<file path="src/rtl/seq_sched_pkg.sv">
// Shared types and constants for the sequence-generator scheduler.
package seq_sched_pkg;

    localparam int NUM_REQ = 4;

    localparam logic [1:0] SEQ_FIBO   = 2'd0;
    localparam logic [1:0] SEQ_PRIME  = 2'd1;
    localparam logic [1:0] SEQ_SQUARE = 2'd2;
    localparam logic [1:0] SEQ_TRI    = 2'd3;

    typedef enum logic [1:0] {
        ST_IDLE    = 2'd0,
        ST_RESTART = 2'd1,
        ST_RUN     = 2'd2,
        ST_DONE    = 2'd3
    } sched_state_t;

endpackage

</file>
<file path="src/rtl/rr_arbiter4.sv">
// Combinational 4-way round-robin pick; the requester after last_owner wins first.
module rr_arbiter4
    import seq_sched_pkg::*;
(
    input  logic [NUM_REQ-1:0] req,
    input  logic [1:0]         last_owner,
    output logic [NUM_REQ-1:0] grant,
    output logic [1:0]         index,
    output logic               any
);

    // Walk from lowest to highest priority so the highest-priority hit is assigned last.
    always_comb begin
        logic [1:0] cand;
        index = 2'd0;
        any   = 1'b0;
        cand  = 2'd0;
        for (int k = NUM_REQ; k >= 1; k--) begin
            cand = last_owner + 2'(k);
            if (req[cand]) begin
                index = cand;
                any   = 1'b1;
            end
        end
    end

    generate
        for (genvar gi = 0; gi < NUM_REQ; gi++) begin : g_onehot
            assign grant[gi] = any && (index == 2'(gi));
        end
    endgenerate

endmodule

</file>
<file path="src/rtl/seq_scheduler.sv">
// Grants one sequence generator to four requesters, counts emitted terms and
// guards each step with a watchdog.
module seq_scheduler
    import seq_sched_pkg::*;
#(
    parameter int TERMS_W   = 4,
    parameter int TIMEOUT_W = 16
) (
    input  logic               clk,
    input  logic               rst,
    input  logic [NUM_REQ-1:0] req,
    input  logic [TERMS_W-1:0] terms_cfg,
    input  logic               abort,
    input  logic               gen_step,
    output logic [NUM_REQ-1:0] grant,
    output logic [1:0]         gen_sel,
    output logic               gen_restart,
    output logic               gen_run,
    output logic               busy,
    output logic               done,
    output logic               timeout
);

    localparam logic [TERMS_W:0]   TERMS_FULL = {1'b1, {TERMS_W{1'b0}}};
    localparam logic [TERMS_W:0]   TERMS_ONE  = {{TERMS_W{1'b0}}, 1'b1};
    // Stepping from this value would hit all-ones, which counts as saturation.
    localparam logic [TIMEOUT_W-1:0] WDOG_LAST = {{(TIMEOUT_W-1){1'b1}}, 1'b0};

    sched_state_t         state_reg;
    logic [1:0]           last_owner_reg;
    logic [TERMS_W:0]     terms_left_reg;
    logic [TIMEOUT_W-1:0] wdog_reg;

    logic [NUM_REQ-1:0]   arb_grant;
    logic [1:0]           arb_index;
    logic                 arb_any;

    rr_arbiter4 u_arb (
        .req        (req),
        .last_owner (last_owner_reg),
        .grant      (arb_grant),
        .index      (arb_index),
        .any        (arb_any)
    );

    always_ff @(posedge clk or posedge rst) begin
        if (rst) begin
            state_reg      <= ST_IDLE;
            last_owner_reg <= 2'd3;
            terms_left_reg <= '0;
            wdog_reg       <= '0;
            grant          <= '0;
            gen_sel        <= SEQ_FIBO;
            gen_restart    <= 1'b0;
            gen_run        <= 1'b0;
            busy           <= 1'b0;
            done           <= 1'b0;
            timeout        <= 1'b0;
        end else begin
            gen_restart <= 1'b0;
            done        <= 1'b0;
            case (state_reg)
                ST_IDLE: begin
                    if (arb_any) begin
                        state_reg      <= ST_RESTART;
                        grant          <= arb_grant;
                        gen_sel        <= arb_index;
                        gen_restart    <= 1'b1;
                        busy           <= 1'b1;
                        timeout        <= 1'b0;
                        last_owner_reg <= arb_index;
                        terms_left_reg <= (terms_cfg == '0) ? TERMS_FULL : {1'b0, terms_cfg};
                    end
                end
                ST_RESTART: begin
                    if (abort) begin
                        state_reg <= ST_IDLE;
                        grant     <= '0;
                        busy      <= 1'b0;
                    end else begin
                        state_reg <= ST_RUN;
                        gen_run   <= 1'b1;
                        wdog_reg  <= '0;
                    end
                end
                ST_RUN: begin
                    if (abort) begin
                        state_reg <= ST_IDLE;
                        grant     <= '0;
                        gen_run   <= 1'b0;
                        busy      <= 1'b0;
                    end else if (gen_step) begin
                        wdog_reg       <= '0;
                        terms_left_reg <= terms_left_reg - TERMS_ONE;
                        if (terms_left_reg == TERMS_ONE) begin
                            state_reg <= ST_DONE;
                            done      <= 1'b1;
                            grant     <= '0;
                            gen_run   <= 1'b0;
                        end
                    end else if (wdog_reg == WDOG_LAST) begin
                        wdog_reg  <= wdog_reg + 1'b1;
                        timeout   <= 1'b1;
                        state_reg <= ST_DONE;
                        done      <= 1'b1;
                        grant     <= '0;
                        gen_run   <= 1'b0;
                    end else begin
                        wdog_reg <= wdog_reg + 1'b1;
                    end
                end
                ST_DONE: begin
                    state_reg <= ST_IDLE;
                    busy      <= 1'b0;
                end
                default: begin
                    state_reg <= ST_IDLE;
                    grant     <= '0;
                    gen_run   <= 1'b0;
                    busy      <= 1'b0;
                end
            endcase
        end
    end

endmodule
</file>
<file path="config.mk">
export PLATFORM = sky130hd
export DESIGN_NAME = seq_scheduler
export DESIGN_NICKNAME = d
export VERILOG_FILES = /design/src/rtl/seq_sched_pkg.sv /design/src/rtl/rr_arbiter4.sv /design/src/rtl/seq_scheduler.sv
export SDC_FILE = /design/constraint.sdc
export NUM_CORES = 1
export LEC_CHECK = 0
export BUFFER_PORTS_ARGS = -buffer_cell sky130_fd_sc_hd__buf_2
export CORE_MARGIN = 2
export CORE_UTILIZATION = 60
export CTS_BUF_LIST = sky130_fd_sc_hd__clkbuf_2 sky130_fd_sc_hd__clkbuf_4 sky130_fd_sc_hd__clkbuf_8
export DETAILED_ROUTE_END_ITERATION = 16
export PLACE_DENSITY = 0.81
export SLEW_MARGIN = 20
export SYNTH_ARGS = -nofsm -noshare
export SYNTH_HDL_FRONTEND = slang
export SYNTH_SLANG_ARGS = --single-unit
</file>
<file path="constraint.sdc">
create_clock -name clk -period 2.09 [get_ports clk]
set_input_delay 0.1045 -clock clk [delete_from_list [all_inputs] [get_ports clk]]
set_output_delay 0.1045 -clock clk [all_outputs]
set_load 0.01 [all_outputs]
</file>
==> flow_summary.toml <==
[sta]
tns_ns = 0
finClkSkew_ns = 0.00966
fin_crit_sh = 0.873
clock.fmax_mhz = 548
slew_viol_final = 0
slew_headroom = 0.654
finalSetupViolations = 0
rsz0062_at_grt = "no"
fin_crit_ns = 1.83
fin_ws_ns = 0.265
tightestPinTransition_ns = 0.517
finalHoldViolCount = 0

[setup_path]
critPathMaxStageDelay_ns = 0.40
cp_cell_sequence = "inv_1 -> ha_1 -> and2b_1 -> nand2b_1 -> buf_4 -> nor2_1 -> o21ai_0 -> o21ai_0"
path_common_cell = "o21ai_0"
path_max_fanout = 10
start_kind = "flip-flop"
crit_arrival_ns = 2.05
crit_slowest_cell = "dfrtp_1"
worstPathRequired_ns = 2.31
crit_type = "reg -> reg"
endpoint_kind = "flip-flop"

[routing]
ant_nets = 0
drtIter0Drc = 100
vias_per_cell = 5.81
vias = 1783
routedWlPerCell_um = 13.6
wl_um = 4190
drcViolationCount = 0
dr.pass1.iters = 4

[die]
die_area_um2 = 3920
fp-row-count = 21
die_y_um = 62.6
die_w_um = 62.6
core_area_um2 = 3310
ios = 23
start_util = 0.623

[grt]
antenna_found_initial = 0
grt_pass1_vias = 1656
grt_start_max_net_pins = 37
overflow = 0
grt_first_pass_wirelength_um = 7250
grt_usage = 0.233

[finish]
largest_register_ffs = 16
utilization = 0.701
area_growth_pct = 12.5
diodes = 0
drive_above_1_share = 0.180
nets = 281

[clock_tree]
cts_resized = 0
cts_buffer_depth = 2
clk_pin_slew_worst_paths_ns = 0.10
tritoncts = "yes"
cts.sinks = 36
postCtsSetupBuffers = 0
numCtsBuffers = 5
cts_hold_buf = 1
cts-htree-levels = 2
root_buffer = "clkbuf_4"
clk_latency_ns = 0.35

[power_and_ir_drop]
power.total_mw = 2.48
power_density_nw_per_um2 = 1070
p_leak_nw = 1.07
irDropWorstVdd_uv = 743

[placed_design]
detailedPlace.worstSlack_ns = 0.305
gp_congestion = 0.858
place.detailed.hpwl_um = 2920
io_buffers = 22

[yosys]
ys_ff_latch = 36
synthesis.area_um2 = 2060
yosys.area.top_type = "dfrtp_1"
synth_top_area_frac = 0.412
synthTopCellsByArea = "dfrtp_1 (41%), o21ai_0 (8.0%), ha_1 (5.5%)"
yosysMostFrequentCell = "dfrtp_1"
synth_seq_area_share = 0.438
syn_nets = 252
synthFlopType = "dfrtp_1"
synth_common_cells = "dfrtp_1 (34), o21ai_0 (33), nor2_1 (23), nand2_1 (21)"
synth.distinct_cells = 45
async_flop_share = 1.00
synth_edf_count = 0
synth_warnings = 0
avgSynthCellArea_um2 = 8.93
synth_cells = 231

[status]
run_status = "complete, no violations"

[worst_hold_path]
hold_path_class = "in -> reg"

[run]
drv_cap = 0
[where the power goes]
part	internal (mW)	switching (mW)	total (mW)
Combinational	0.433	0.589	1.02
Sequential	0.887	0.149	1.04
Clock	0.192	0.227	0.419
Total	1.51	0.965	2.48
[layout by cell type, fill, tap and decap left out, types with 2 or more instances in the layout]
| cell | count |
|---|---|
| inv_1 | 15 |
| buf_4 | 6 |
| mux2_2 | 3 |
| nor4_1 | 2 |
| nand2b_1 | 6 |
| o221ai_1 | 2 |
| a21oi_1 | 15 |
| nand2_1 | 21 |
| o21ai_0 | 33 |
| ha_1 | 9 |
| xor2_1 | 2 |
| nand3b_1 | 2 |
| buf_2 | 22 |
| mux2i_1 | 3 |
| nand4_1 | 7 |
| nor3_1 | 2 |
| dfstp_2 | 2 |
| nor2_1 | 23 |
| o41ai_1 | 2 |
| nand3_1 | 11 |
| clkbuf_4 | 7 |
| o22ai_1 | 2 |
| o2bb2ai_1 | 3 |
| dfrtp_1 | 34 |
| o31ai_1 | 2 |
| a31oi_1 | 3 |
[logic make-up (layout without fill, tap and decap cells)]
kind of cell             count (synthesis)  count (layout)  synth area share
AO/OA/AOI/OAI                           72              72             0.209
buffers and inverters                   22              52            0.0424
multiplexers                             6               6            0.0309
adder cells (fa/ha/maj)                  9               9            0.0546
flip-flops                              36              36             0.438
AND/OR/NAND/NOR                         84              84             0.217
XOR/XNOR                                 2               2           0.00849
[through the flow]
step | hold slack, ns | cells | cell area (um2)
global placement | 0.225 | 298 | 2240
CTS | 0.0706 | 307 | 2320
detailed placement | 0.229 | 298 | 2240
finish | 0.0783 | 307 | 2320
floorplan | 0.253 | 231 | 2060
global route | 0.0775 | 307 | 2320
[worst max-delay path, delay by kind of cell (launching register included)]
kind                       cells  cell delay [ns]
and+or+nand+nor                3             0.53
AOI/OAI and AO/OA              2             0.25
buffers and inverters          2             0.32
adders and majority gates      1             0.21
DFF                            1             0.40
[cell type report]
| class | instances | area [um2] |
|---|---|---|
| multi-input cells | 173 | 1070 |
| inverters | 15 | 56.3 |
| well taps | 46 | 57.6 |
| clock buffers | 8 | 66.3 |
| fillers | 279 | 990 |
| repair buffers | 29 | 165 |
| flip-flops and latches | 36 | 903 |
[final timing paths]
check | startpoint | end | slack, ns | cells after the start
max | state_reg[0]$_DFFE_PP0P_ | wdog_reg[6]$_DFFE_PP0P_ | 0.26 | 8
min | terms_cfg[0] | terms_left_reg[0]$_DFFE_PP0P_ | 0.08 | 3
max reg2reg | state_reg[0]$_DFFE_PP0P_ | wdog_reg[6]$_DFFE_PP0P_ | 0.26 | 8
min reg2reg | gen_sel[1]$_DFFE_PP0P_ | gen_sel[1]$_DFFE_PP0P_ | 0.48 | 2
max in group asynchronous | rst | last_owner_reg[0]$_DFFE_PP1P_ | 1.34 | 4
min in group asynchronous | rst | wdog_reg[1]$_DFFE_PP0P_ | 0.40 | 4
[layer usage]
metal  vias to the layer above  part of all wire  wire, um  track usage
met1                       858              0.49      2040        0.317
met2                        31              0.47      1950        0.368
met5                         -                 0         0            0
met3                         6             0.031       131       0.0541
met4                         0             0.015        61       0.0833
li1                        888                 -         -            -
Power figures use the tool's default switching activity.
